$ cat src/rtl/read_burst_issuer.sv
// read_burst_issuer: splits byte-granular load requests into beat-aligned
// read bursts and tags the returning beats with start/end markers and the
// byte shift the downstream aligner needs.
module read_burst_issuer #(
    parameter int DATA_WIDTH = 64,
    parameter int ADDR_WIDTH = 32,
    parameter int LEN_WIDTH  = 16,
    parameter int MAX_BURST  = 16,
    parameter int DEPTH      = 4
) (
    input  logic                                 clk,
    input  logic                                 rst,
    input  logic                                 req_valid,
    output logic                                 req_ready,
    input  logic [ADDR_WIDTH-1:0]                req_addr,
    input  logic [LEN_WIDTH-1:0]                 req_len,
    output logic                                 ar_valid,
    input  logic                                 ar_ready,
    output logic [ADDR_WIDTH-1:0]                ar_addr,
    output logic [7:0]                           ar_len,
    input  logic                                 r_valid,
    output logic                                 r_ready,
    input  logic [DATA_WIDTH-1:0]                r_data,
    output logic                                 o_valid,
    output logic                                 o_start,
    output logic                                 o_end,
    output logic [DATA_WIDTH-1:0]                o_data,
    output logic [$clog2(DATA_WIDTH/8)-1:0]      o_shamt
);
    localparam int B   = DATA_WIDTH / 8;
    localparam int SHW = $clog2(B);
    localparam int NW  = LEN_WIDTH + 1;
    localparam int PW  = $clog2(DEPTH);
    localparam int EW  = SHW + NW;

    localparam logic S_IDLE  = 1'b0;
    localparam logic S_ISSUE = 1'b1;

    logic                  state_q, state_d;
    logic [ADDR_WIDTH-1:0] cur_addr_q, cur_addr_d;
    logic [NW-1:0]         beats_left_q, beats_left_d;
    logic [NW-1:0]         beat_cnt_q, beat_cnt_d;
    logic [EW-1:0]         fifo_mem_q [DEPTH];
    logic [EW-1:0]         fifo_mem_d [DEPTH];
    logic [PW-1:0]         wr_ptr_q, wr_ptr_d, rd_ptr_q, rd_ptr_d;
    logic [PW:0]           count_q, count_d;
    logic                  o_valid_q, o_valid_d, o_start_q, o_start_d, o_end_q, o_end_d;
    logic [DATA_WIDTH-1:0] o_data_q, o_data_d;
    logic [SHW-1:0]        o_shamt_q, o_shamt_d;

    logic [SHW-1:0] req_offset;
    logic [NW-1:0]  len_beats, n_req, chunk, head_n;
    logic [SHW-1:0] head_shamt;
    logic           fifo_full, fifo_empty, req_fire, push, r_fire, last_beat, pop;

    // Request sizing: the extra beat for a misaligned start is always added.
    always_comb begin
        req_offset = req_addr[SHW-1:0];
        len_beats  = ({1'b0, req_len} + NW'(B - 1)) >> SHW;
        n_req      = len_beats + NW'(req_offset != '0);
        chunk      = (beats_left_q > NW'(MAX_BURST)) ? NW'(MAX_BURST) : beats_left_q;
    end

    assign fifo_full  = (count_q == (PW+1)'(DEPTH));
    assign fifo_empty = (count_q == '0);
    assign head_n     = fifo_mem_q[rd_ptr_q][NW-1:0];
    assign head_shamt = fifo_mem_q[rd_ptr_q][EW-1:NW];

    assign req_ready = (state_q == S_IDLE) && !fifo_full && !rst;
    assign req_fire  = req_valid && req_ready;
    assign push      = req_fire && (req_len != '0);
    assign r_ready   = !fifo_empty && !rst;
    assign r_fire    = r_valid && r_ready;
    assign last_beat = (beat_cnt_q == head_n - NW'(1));
    assign pop       = r_fire && last_beat;

    assign ar_valid = (state_q == S_ISSUE);
    assign ar_addr  = cur_addr_q;
    assign ar_len   = ar_valid ? 8'(chunk - NW'(1)) : 8'd0;

    assign o_valid = o_valid_q;
    assign o_start = o_start_q;
    assign o_end   = o_end_q;
    assign o_data  = o_data_q;
    assign o_shamt = o_shamt_q;

    // Issue FSM: accept a request, then walk it out in MAX_BURST-sized chunks.
    always_comb begin
        state_d      = state_q;
        cur_addr_d   = cur_addr_q;
        beats_left_d = beats_left_q;
        if (state_q == S_IDLE) begin
            if (push) begin
                cur_addr_d   = {req_addr[ADDR_WIDTH-1:SHW], {SHW{1'b0}}};
                beats_left_d = n_req;
                state_d      = S_ISSUE;
            end
        end else if (ar_ready) begin
            cur_addr_d   = cur_addr_q + (ADDR_WIDTH'(chunk) << SHW);
            beats_left_d = beats_left_q - chunk;
            if (beats_left_q == chunk) begin
                state_d = S_IDLE;
            end
        end
    end

    // Metadata FIFO: {shamt, N} per request; push and pop may coincide.
    always_comb begin
        fifo_mem_d = fifo_mem_q;
        wr_ptr_d   = wr_ptr_q;
        rd_ptr_d   = rd_ptr_q;
        count_d    = count_q + (PW+1)'(push) - (PW+1)'(pop);
        if (push) begin
            fifo_mem_d[wr_ptr_q] = {req_offset, n_req};
            wr_ptr_d             = wr_ptr_q + PW'(1);
        end
        if (pop) begin
            rd_ptr_d = rd_ptr_q + PW'(1);
        end
    end

    // Return side: frame beats purely by count against the FIFO head.
    always_comb begin
        beat_cnt_d = beat_cnt_q;
        if (r_fire) begin
            beat_cnt_d = last_beat ? '0 : beat_cnt_q + NW'(1);
        end
        o_valid_d = r_fire;
        o_start_d = r_fire && (beat_cnt_q == '0);
        o_end_d   = r_fire && last_beat;
        o_data_d  = r_fire ? r_data : o_data_q;
        o_shamt_d = r_fire ? head_shamt : o_shamt_q;
    end

    // State registers with synchronous reset.
    always_ff @(posedge clk) begin
        if (rst) begin
            state_q      <= S_IDLE;
            cur_addr_q   <= '0;
            beats_left_q <= '0;
            beat_cnt_q   <= '0;
            for (int i = 0; i < DEPTH; i++) fifo_mem_q[i] <= '0;
            wr_ptr_q     <= '0;
            rd_ptr_q     <= '0;
            count_q      <= '0;
            o_valid_q    <= 1'b0;
            o_start_q    <= 1'b0;
            o_end_q      <= 1'b0;
            o_data_q     <= '0;
            o_shamt_q    <= '0;
        end else begin
            state_q      <= state_d;
            cur_addr_q   <= cur_addr_d;
            beats_left_q <= beats_left_d;
            beat_cnt_q   <= beat_cnt_d;
            fifo_mem_q   <= fifo_mem_d;
            wr_ptr_q     <= wr_ptr_d;
            rd_ptr_q     <= rd_ptr_d;
            count_q      <= count_d;
            o_valid_q    <= o_valid_d;
            o_start_q    <= o_start_d;
            o_end_q      <= o_end_d;
            o_data_q     <= o_data_d;
            o_shamt_q    <= o_shamt_d;
        end
    end
endmodule

$ cat config.mk
export PLATFORM = sky130hd
export DESIGN_NAME = read_burst_issuer
export DESIGN_NICKNAME = d
export VERILOG_FILES = /design/src/rtl/read_burst_issuer.sv
export SDC_FILE = /design/constraint.sdc
export NUM_CORES = 1
export LEC_CHECK = 0
export ABC_AREA = 0
export CAP_MARGIN = 0
export CORE_ASPECT_RATIO = 0.75
export CORE_UTILIZATION = 45
export CTS_BUF_LIST = sky130_fd_sc_hd__clkbuf_4 sky130_fd_sc_hd__clkbuf_8 sky130_fd_sc_hd__clkbuf_16
export CTS_CLUSTER_DIAMETER = 100
export CTS_CLUSTER_SIZE = 20
export DETAILED_ROUTE_END_ITERATION = 10
export GPL_ROUTABILITY_DRIVEN = 0
export HOLD_SLACK_MARGIN = 0.05
export PLACE_DENSITY = 0.72
export SLEW_MARGIN = 25
export SYNTH_ARGS = -nofsm -noshare
export SYNTH_HDL_FRONTEND = slang
export SYNTH_SLANG_ARGS = --single-unit
$ cat constraint.sdc
create_clock -name clk -period 6.9 [get_ports clk]
set_clock_uncertainty 0.2 [all_clocks]
set_input_delay 1.38 -clock clk [delete_from_list [all_inputs] [get_ports clk]]
set_output_delay 1.38 -clock clk [all_outputs]
set_load 0.1 [all_outputs]
==> results of run 1 <==
[worst max-delay path, stage by stage (launching register included)]
cell and delay, ns:
dfxtp_1 0.35, or3_1 0.47, nor3_1 0.49, nand2_1 0.19
a21oi_1 0.46, nand2_1 0.14, ha_1 0.26, inv_1 0.08
nand2_1 0.05, a21oi_1 0.14, clkdlybuf4s50_1 1.16
[metal layers]
metal	track usage (%)	up-vias	wire length, um
li1	-	4933	-
met5	0	-	0
met1	34.2	4623	14000
met3	5.94	35	2350
met2	36.6	309	12900
met4	5.03	0	467
[layout make-up]
class / instances / area, um^2 / area share, %
repair buffers: 239 / 2360 / 17.5
well taps: 300 / 375 / 2.78
clock buffers: 14 / 350 / 2.60
inverters: 24 / 91.3 / 0.677
multi-input cells: 996 / 6020 / 44.6
flip-flops and latches: 213 / 4260 / 31.6
clock inverters: 2 / 25.0 / 0.186
[per-stage QoR]
stage	cell area [um^2]	hold WS [ns]	setup WS, ns	total power, W
3_5_place_dp	13100	0.246	1.49	0.00234
4_1_cts	13500	0.258	1.10	0.00314
5_1_grt	13500	0.273	0.790	0.00327
3_3_place_gp	13100	0.242	1.61	0.00233
2_1_floorplan	10700	0.232	1.05	0.00208
6_report	13500	0.254	1.05	0.00313
[flip-flops by register name (all words and copies together), names as in the netlist]
name,flops
fifo_mem_q,72
o_data,64
ar_addr,29
beat_cnt_q,17
beats_left_q,17
count_q,3
o_shamt,3
rd_ptr_q,2
wr_ptr_q,2
ar_valid,1
o_end,1
o_start,1
o_valid,1
[power by group through the flow]
stage,clock (W),combinational (W),sequential [W]
2_1_floorplan,0,0.000432,0.00164
3_3_place_gp,0,0.000963,0.00137
3_5_place_dp,0,0.000972,0.00137
4_1_cts,0.000822,0.000976,0.00134
5_1_grt,0.000868,0.00104,0.00135
6_report,0.000803,0.000983,0.00134
[layout by cell type (no fill, tap or decap), drive strengths merged, types with 22 or more instances in the layout]
cell           count
a211oi            46
a21oi             75
and3              22
clkdlybuf4s50    225
dfxtp            213
ha                28
inv               23
nand2            258
nor2             118
nor3              40
o21ai             95
xnor2             40
xor2              28
[worst paths after layout]
| kind | cells after the start | slack [ns] | end | start |
|---|---|---|---|---|
| worst max-delay path | 10 | 1.05 | ar_len[4] | beats_left_q[5]$_SDFFE_PP0P_ |
| worst min register to register | 2 | 0.25 | fifo_mem_q[20]$_SDFFE_PP0P_ | fifo_mem_q[20]$_SDFFE_PP0P_ |
| worst min-delay path | 2 | 0.25 | fifo_mem_q[20]$_SDFFE_PP0P_ | fifo_mem_q[20]$_SDFFE_PP0P_ |
| worst max register to register | 17 | 1.48 | count_q[2]$_SDFF_PP0_ | rd_ptr_q[0]$_SDFFE_PP0P_ |
[cells by family (layout without fill, tap and decap cells)]
logic type | count (synthesis) | in the layout
flip-flops | 213 | 213
XOR/XNOR | 68 | 68
adder cells (fa/ha/maj) | 31 | 31
buffers and inverters | 108 | 279
AO/OA/AOI/OAI | 311 | 311
multiplexers | 26 | 26
AND/OR/NAND/NOR | 546 | 546
other | 2 | 14
==> key figures, run 1 <==
Worst setup path
  • Crit Path Category: reg2out
  • CP Max Fanout: 7
  • Crit start category: register
  • Worst EP required: 5.32 ns
  • Endpoint class of the critical path: primary output
  • Critical Path AT: 4.27 ns

Pwr
  • Int Power: 0.00197 W
  • Clock power frac: 25.6%
  • Logic pwr share: 31.4%
  • Peak VDD IR: 0.000155 V
  • Sequential Power Share: 43.0%
  • Sw Pwr: 0.00116 W
  • Sw Share: 37.1%
  • Pleak: 4.79 nW
  • Pwr dens: 232 nW/um^2

Timing
  • RSZ-0062 raised after global routing: no
  • Total negative slack: 0 ns
  • Final Max Slew Viols: 0
  • Tcrit/Tclk final: 84.8%
  • Final Hold Violating Endpoints: 0
  • Max-slew headroom: 28.8%
  • Setup violators final: 0
  • Max Clk Rate: 0.171 GHz
  • Slew @ Worst Pin: 1.06 ns
  • Final Critical Period: 5.85 ns

Global routing
  • Pin count of the biggest net entering global routing: 91
  • Initial antenna violation count: 0
  • First-pass GRT wire length: 48100 um
  • GRT Total Usage: 24.0%
  • Vias in the first global route: 9377
  • Gr ovfl total: 0

Synth
  • Post-synthesis xor/xnor area fraction: 5.58%
  • Synth Area per Inst: 8.17 um^2
  • Main combinational cell family by area after synthesis: simple AND/OR/NAND/NOR gates
  • EDFF count, synth: 0
  • Compound-Gate Fraction of Synth Area: 18.2%
  • Main synth FF type: dfxtp_1
  • Simple-gate portion of the synthesized area: 23.6%
  • Register bit total from synthesis: 213
  • Syn Inst Count: 1305
  • Top cell type's share of synthesized area: 40.0%
  • Multiplexer share of the synthesized area: 4.73%
  • Yosys cell types: 75
  • Count leader, synth: nand2_1
  • Seq/Total Area, Yosys: 40.0%
  • Adder-cell share of the synthesized area: 3.75%
  • Leading area contributor after synthesis: dfxtp_1
  • Synth Cell Area: 10700 um^2
  • Total number of yosys warnings: 0
  • Asr flop ratio synth: 0%
  • Most frequent cells after synthesis: nand2_1 (257), dfxtp_1 (213), nor2_1 (118)
  • Area contributors post-synth: dfxtp_1 (40%), nand2_1 (9.0%), o21ai_0 (4.4%), nor2_1 (4.2%), a21oi_1 (3.5%)

Status
  • Status: finished, violations left
  • Failing checks: design-rule violations

CTS
  • Num CTS Buffers: 14
  • CTS Root Buffer Type: clkbuf_16
  • CTS Buffer Depth: 3
  • CTS tree: yes
  • Num Clock Sinks: 213
  • Worst-skew pair later-pin latency: 0.49 ns
  • Count of hold-fix buffers inserted at cts: 0
  • CTS clk-pin slew, worst paths: 0.09 ns
  • H-tree levels: 1
  • Postcts setup bufs: 0
  • Resized Gates After CTS: 0

Final layout
  • FILL cells: 2128
  • Fin util: 58.3%
  • Post-layout net count: 1635
  • Layout cells sized above 1: 4.97%
  • Area added between synthesis and finish: 26.4%
  • Non-Filler Instances: 1788
  • Diodes inserted: 0

Floorplan
  • DIE HEIGHT: 135 um
  • Core Region: 23100 um^2
  • Die width: 180 um
  • FP Rows: 48
  • Boundary Pins: 230
  • Starting density of the core: 46.1%
  • Die ar.: 24300 um^2

Placed design
  • PortBufs: 226
  • HPWL Detailed: 21200 um
  • DP Cell Count: 1772

Routing
  • WL per Instance: 16.6 um
  • Routed vias/inst: 5.54
  • # DRC: 5
  • Iter 0 DRT Violations: 691
  • DRT Wirelength: 29700 um
  • Antenna-violating nets left: 0
  • DR vias: 9900
  • First drt pass iteration count: 8

Min path
  • Hold Crit Class: reg2reg

Run
  • Max_cap viols: 0
Power figures use the tool's default switching activity.
==> inputs of run 2 (changes only) <==
- clock period: 6.9 -> 5.5 ns (I/O delays scaled with it)
==> run 2 against run 1 <==
Effect of this change: the flow still finishes with violations (design-rule violations); first-iteration DRC count is 24% higher; critical path depth shrank 2; flip-flop and latch count unchanged; hold slack improved by 0.0011 ns; core utilization is 0.065 points higher; die area stayed put; via count increased by 0.80%; critical endpoint is now ar_len[0]; largest cell class unchanged.
==> key figures, run 2 (synthesized netlist as in run 1, its figures left out) <==
Timing
  • Final Critical Period: 5.06 ns
  • Setup violators final: 0 (unchanged)
  • Final Hold Violating Endpoints: 0 (unchanged)
  • Final Max Slew Viols: 0 (unchanged)
  • RSZ-0062 raised after global routing: no (unchanged)
  • Tcrit/Tclk final: 92.1%
  • Max Clk Rate: 0.198 GHz
  • Slew @ Worst Pin: 1.03 ns (was 1.06 ns)
  • Max-slew headroom: 31.1% (was 28.8%)
  • Total negative slack: 0 ns (unchanged)
  • Final worst slack: 0.437 ns (was 1.05 ns)

CTS
  • CTS tree: yes (unchanged)
  • CTS Buffer Depth: 3 (unchanged)
  • Num Clock Sinks: 213 (unchanged)
  • Postcts setup bufs: 0 (unchanged)
  • Num CTS Buffers: 14 (unchanged)
  • CTS clk-pin slew, worst paths: 0.09 ns (about the same)
  • CTS Root Buffer Type: clkbuf_16 (unchanged)
  • Worst-skew pair later-pin latency: 0.49 ns (about the same)
  • Count of hold-fix buffers inserted at cts: 0 (unchanged)
  • H-tree levels: 1 (unchanged)
  • Resized Gates After CTS: 0 (unchanged)

Worst setup path
  • Crit start category: register (unchanged)
  • Critical Path AT: 3.76 ns (was 4.27 ns)
  • R2R Setup Slk: 0.51 ns (was 1.48 ns)
  • Worst EP required: 4.20 ns (was 5.32 ns)
  • R2r startpoint: rd_ptr_q[0]$_SDFFE_PP0P_ (unchanged)
  • CP peak stage delay: 0.97 ns (was 1.16 ns)
  • FF-to-FF End: count_q[2]$_SDFF_PP0_ (unchanged)
  • Critical-path cell with the highest stage delay: clkdlybuf4s50_1 (unchanged)
  • Reg2Reg Depth: 17 (unchanged)
  • CP Max Fanout: 7 (unchanged)
  • Critical path cell sequence: or3_1, nor3_1, nand2_1, nor2_1, nand2_1, inv_1, nor2_1, clkdlybuf4s50_1 (was or3_1, nor3_1, nand2_1, a21oi_1, nand2_1, ha_1, inv_1, nand2_1, a21oi_1, clkdlybuf4s50_1)
  • Endpoint class of the critical path: primary output (unchanged)
  • Crit Path Category: reg2out (unchanged)

Floorplan
  • Core Region: 23100 um^2 (unchanged)
  • FP Rows: 48 (unchanged)
  • Die width: 180 um (unchanged)
  • Starting density of the core: 46.1% (unchanged)
  • Die ar.: 24300 um^2 (unchanged)
  • Boundary Pins: 230 (unchanged)
  • DIE HEIGHT: 135 um (unchanged)

Final layout
  • Biggest register: fifo_mem_q (unchanged)
  • Diodes inserted: 0 (unchanged)
  • Area added between synthesis and finish: 26.5% (was 26.4%)
  • Layout cells sized above 1: 5.84% (was 4.97%)
  • Post-layout net count: 1637 (was 1635)
  • Commonest cells after routing, fill and taps aside: nand2_1 (257), clkdlybuf4s50_1 (217), dfxtp_1 (212), nor2_1 (117), o21ai_0 (94) (was nand2_1 (257), clkdlybuf4s50_1 (225), dfxtp_1 (213), nor2_1 (117), o21ai_0 (94))
  • Fin area: 13500 um^2 (about the same)
  • Max FFs per register: 72 (unchanged)
  • Commonest non-fill, non-tap cell in the layout: nand2_1 (unchanged)

Global routing
  • Gr ovfl total: 0 (unchanged)
  • First-pass GRT wire length: 48600 um (was 48100 um)
  • Pin count of the biggest net entering global routing: 121 (was 91)
  • GRT Total Usage: 24.0% (about the same)
  • Initial antenna violation count: 0 (unchanged)
  • Vias in the first global route: 9431 (was 9377)

Min path
  • Hold Path End: o_data[11]$_SDFFE_PP0P_ (was fifo_mem_q[20]$_SDFFE_PP0P_)
  • HP Start: o_data[11]$_SDFFE_PP0P_ (was fifo_mem_q[20]$_SDFFE_PP0P_)
  • Hold Path Depth: 2 (unchanged)
  • Hold Crit Class: reg2reg (unchanged)

Routing
  • Antenna-violating nets left: 0 (unchanged)
  • WL per Instance: 16.5 um (was 16.6 um)
  • # DRC: 5 (unchanged)
  • DR vias: 9979 (was 9900)
  • DRT Wirelength: 29500 um (was 29700 um)
  • First drt pass iteration count: 8 (unchanged)
  • Routed vias/inst: 5.57 (was 5.54)
  • Iter 0 DRT Violations: 855 (was 691)

Pwr
  • Pleak: 4.82 nW (was 4.79 nW)
  • Tot Pwr: 0.00392 W (was 0.00313 W)
  • Peak VDD IR: 0.000274 V (was 0.000155 V)
  • Pwr dens: 290 nW/um^2 (was 232 nW/um^2)

Placed design
  • Cell Area, Placed: 13100 um^2 (about the same)
  • PortBufs: 226 (unchanged)
  • Pre-CTS setup slack: 0.336 ns (was 1.49 ns)
  • HPWL Detailed: 21200 um (about the same)

Status
  • Status: finished, violations left (unchanged)
  • Failing checks: design-rule violations (unchanged)

Run
  • Max_cap viols: 0 (unchanged)
[run 2: area by class of cell]
| type | count | area [um^2] |
|---|---|---|
| fillers | 2055 | 9630 |
| inverters | 24 | 91.3 |
| flip-flops and latches | 213 | 4270 |
| well taps | 300 | 375 |
| repair buffers | 241 | 2360 |
| multi-input cells | 996 | 6020 |
| clock inverters | 2 | 25.0 |
| clock buffers | 14 | 350 |
[run 2: power by group]
group | total [W] | internal, W | switching [W]
clock network | 0.00100 | 0.000466 | 0.000534
registers | 0.00169 | 0.00162 | 0.0000654
logic | 0.00123 | 0.000384 | 0.000846
[run 2: per-layer routing]
metal	share of wire (%)	vias up	GRT usage [%]	wire [um]
met2	43	312	36.2	12700
met5	0	-	0	0
met4	1.8	0	6.03	531
met3	7.6	41	5.73	2250
met1	47	4692	34.3	14000
li1	-	4934	-	-
[run 2: stage by stage]
step | hold slack, ns | utilization (%) | std cells
final | 0.255 | 58.4 | 1790
after global placement | 0.241 | 56.7 | 1774
after global routing | 0.277 | 58.4 | 1790
after detailed placement | 0.247 | 56.7 | 1774
after CTS | 0.259 | 58.3 | 1790
after floorplan | 0.232 | - | 1317
[run 2: worst max-delay path by stage]
stage	from	end	slack, ns
floorplan	beats_left_q[5]$_SDFFE_PP0P_	ar_len[5]	0.38
global placement	rd_ptr_q[0]$_SDFFE_PP0P_	count_q[2]$_SDFF_PP0_	0.49
detailed placement	rd_ptr_q[0]$_SDFFE_PP0P_	count_q[2]$_SDFF_PP0_	0.34
CTS	rd_ptr_q[0]$_SDFFE_PP0P_	count_q[2]$_SDFF_PP0_	0.29
global route	beats_left_q[5]$_SDFFE_PP0P_	ar_len[0]	0.17
finish	beats_left_q[5]$_SDFFE_PP0P_	ar_len[0]	0.44
[run 2: critical path: cells and delay by family, from the launching register on]
family	cells	cell delay, ns
buffers and inverters	2	1.08
and+or+nand+nor	6	1.85
DFF	1	0.35
==> inputs of run 3 (changes only) <==
- clock period: 5.5 -> 5.8 ns (I/O delays scaled with it)
==> run 3 against run 2 <==
Effect of this change: the flow still finishes with violations (design-rule violations); first-iteration DRC count is 1.6% lower; sequential share of layout area hardly changed; non-clock buffer count shrank 2; hold slack gained 0.0014 ns; die area unchanged; via count decreased by 0.46%; global-route usage is 0.47 points lower; combinational power shrank 6%; core utilization down 0.11 points.
==> key figures, run 3 (synthesized netlist as in run 1, its figures left out) <==
Final layout
  • Commonest cells after routing, fill and taps aside: nand2_1 (257), clkdlybuf4s50_1 (219), dfxtp_1 (213), nor2_1 (117), o21ai_0 (94) (was nand2_1 (257), clkdlybuf4s50_1 (217), dfxtp_1 (212), nor2_1 (117), o21ai_0 (94))
  • Sequential cell area: 4260 um^2 (was 4270 um^2)
  • Fin util: 58.3% (was 58.4%)
  • Fin area: 13500 um^2 (about the same)
  • Multi-input gate area: 6020 um^2 (about the same)
  • FILL cells: 2092 (was 2055)
  • Commonest non-fill, non-tap cell in the layout: nand2_1 (unchanged)
  • Layout cells sized above 1: 5.44% (was 5.84%)
  • Max FFs per register: 72 (unchanged)
  • Area added between synthesis and finish: 26.3% (was 26.5%)
  • Diodes inserted: 0 (unchanged)
  • Biggest register: fifo_mem_q (unchanged)
  • Post-layout net count: 1635 (was 1637)

Pwr
  • Pleak: 4.80 nW (was 4.82 nW)
  • Int Power: 0.00234 W (was 0.00247 W)
  • Logic pwr share: 31.4% (about the same)
  • Sw Pwr: 0.00137 W (was 0.00145 W)
  • Sequential Power Share: 43.1% (about the same)
  • Pwr dens: 275 nW/um^2 (was 290 nW/um^2)
  • Sw Share: 36.9% (about the same)
  • Clock power frac: 25.5% (about the same)
  • Peak VDD IR: 0.000193 V (was 0.000274 V)

Global routing
  • First-pass GRT wire length: 47400 um (was 48600 um)
  • Vias in the first global route: 9170 (was 9431)
  • Gr ovfl total: 0 (unchanged)
  • Pin count of the biggest net entering global routing: 131 (was 121)
  • Initial antenna violation count: 0 (unchanged)
  • GRT Total Usage: 23.5% (was 24.0%)

Timing
  • Max-slew headroom: 31.7% (was 31.1%)
  • Setup violators final: 0 (unchanged)
  • Tcrit/Tclk final: 91.7%
  • Final worst slack: 0.483 ns (was 0.437 ns)
  • WHS: 0.257 ns (was 0.255 ns)
  • Total negative slack: 0 ns (unchanged)
  • Final Hold Violating Endpoints: 0 (unchanged)
  • Final Critical Period: 5.32 ns
  • Final Max Slew Viols: 0 (unchanged)
  • Slew @ Worst Pin: 1.02 ns (was 1.03 ns)
  • RSZ-0062 raised after global routing: no (unchanged)
  • Max Clk Rate: 0.188 GHz

Placed design
  • PortBufs: 226 (unchanged)
  • HPWL Detailed: 21100 um (was 21200 um)
  • Cell Area, Placed: 13100 um^2 (about the same)
  • Pre-CTS setup slack: 0.669 ns (was 0.336 ns)

Worst setup path
  • Reg2Reg Depth: 16 (was 17)
  • Endpoint class of the critical path: primary output (unchanged)
  • Crit start category: register (unchanged)
  • CP peak stage delay: 0.96 ns (was 0.97 ns)
  • Critical-path cell with the highest stage delay: clkdlybuf4s50_1 (unchanged)
  • Worst EP required: 4.44 ns (was 4.20 ns)
  • Critical path cell sequence: or3_1, nor3_1, nand2_1, a21oi_1, nand2_1, ha_1, inv_1, nor2_1, clkdlybuf4s50_1 (was or3_1, nor3_1, nand2_1, nor2_1, nand2_1, inv_1, nor2_1, clkdlybuf4s50_1)
  • Crit Path Category: reg2out (unchanged)
  • FF-to-FF End: count_q[2]$_SDFF_PP0_ (unchanged)
  • R2r startpoint: rd_ptr_q[0]$_SDFFE_PP0P_ (unchanged)
  • CP Max Fanout: 7 (unchanged)
  • CP dominant cell by count: nand2_1
  • R2R Setup Slk: 0.68 ns (was 0.51 ns)
  • Buf/Inv on CP: 2 (unchanged)
  • Critical Path AT: 3.96 ns (was 3.76 ns)
  • CP top delay family: simple AND/OR/NAND/NOR gates (unchanged)

Floorplan
  • Die ar.: 24300 um^2 (unchanged)
  • Core Region: 23100 um^2 (unchanged)
  • Boundary Pins: 230 (unchanged)
  • FP Rows: 48 (unchanged)
  • DIE HEIGHT: 135 um (unchanged)
  • Starting density of the core: 46.1% (unchanged)
  • Die width: 180 um (unchanged)

Routing
  • Antenna-violating nets left: 0 (unchanged)
  • First drt pass iteration count: 9 (was 8)
  • DRT Wirelength: 29500 um (about the same)
  • DR vias: 9933 (was 9979)
  • Iter 0 DRT Violations: 841 (was 855)
  • Routed vias/inst: 5.56 (was 5.57)
  • WL per Instance: 16.5 um (about the same)
  • # DRC: 5 (unchanged)

CTS
  • Num CTS Buffers: 14 (unchanged)
  • Worst-skew pair later-pin latency: 0.48 ns (was 0.49 ns)
  • Resized Gates After CTS: 0 (unchanged)
  • CTS clk-pin slew, worst paths: 0.09 ns (about the same)
  • CTS Root Buffer Type: clkbuf_16 (unchanged)
  • Count of hold-fix buffers inserted at cts: 0 (unchanged)
  • Num Clock Sinks: 213 (unchanged)
  • Postcts setup bufs: 0 (unchanged)
  • CTS Buffer Depth: 3 (unchanged)
  • CTS tree: yes (unchanged)
  • H-tree levels: 1 (unchanged)

Min path
  • Hold Path End: o_data[11]$_SDFFE_PP0P_ (unchanged)
  • HP Start: o_data[11]$_SDFFE_PP0P_ (unchanged)
  • Hold Crit Class: reg2reg (unchanged)
  • Hold Path Depth: 2 (unchanged)

Status
  • Status: finished, violations left (unchanged)
  • Failing checks: design-rule violations (unchanged)

Run
  • Max_cap viols: 0 (unchanged)
==> run 3: cell types whose count changed in the layout (fill, tap and decap cells not counted), sizes merged <==
cell           before  now
buf                24   20
clkdlybuf4s50     217  219
==> run 3: cell type report <==
type	count	area share, %
inverters	24	0.678
well taps	300	2.79
repair buffers	239	17.4
flip-flops and latches	213	31.7
clock inverters	2	0.186
multi-input cells	996	44.7
clock buffers	14	2.60
==> run 3: power by group through the flow <==
stage	sequential [W]	combinational (W)	clock [W]
CTS	0.00160	0.00116	0.000974
global placement	0.00163	0.00114	0
finish	0.00160	0.00116	0.000947
global route	0.00161	0.00124	0.00102
detailed placement	0.00163	0.00115	0
floorplan	0.00196	0.000514	0
==> run 3: worst max-delay path by stage <==
stage                                 start                    end  slack [ns]  cells past startpoint
2_1_floorplan                           rst  count_q[2]$_SDFF_PP0_        0.17                     11
3_3_place_gp       rd_ptr_q[0]$_SDFFE_PP0P_  count_q[2]$_SDFF_PP0_        0.75                     16
3_5_place_dp       rd_ptr_q[0]$_SDFFE_PP0P_  count_q[2]$_SDFF_PP0_        0.67                     16
4_1_cts        beats_left_q[5]$_SDFFE_PP0P_              ar_len[6]        0.53                      9
5_1_grt        beats_left_q[5]$_SDFFE_PP0P_              ar_len[6]        0.27                      9
6_report       beats_left_q[5]$_SDFFE_PP0P_              ar_len[6]        0.48                      9
==> run 3: per-layer routing <==
layer  track usage, %  up-vias  share of wire, %
met3             5.54       28               8.0
met5                0        -                 0
li1                 -     4928                 -
met4             4.69        0               1.2
met2             36.4      322                44
met1             33.4     4655                47
==> run 3: metrics by stage <==
step,std cells,total power (W)
after floorplan,1317,0.00247
after global placement,1772,0.00277
after detailed placement,1772,0.00278
after CTS,1788,0.00373
after global routing,1788,0.00387
final,1788,0.00371
==> run 3: tightest hold or removal path, stage by stage, from the launching register on <==
cell,delay [ns]
dfxtp_1,0.31
nand2_1,0.05
o21ai_0,0.05
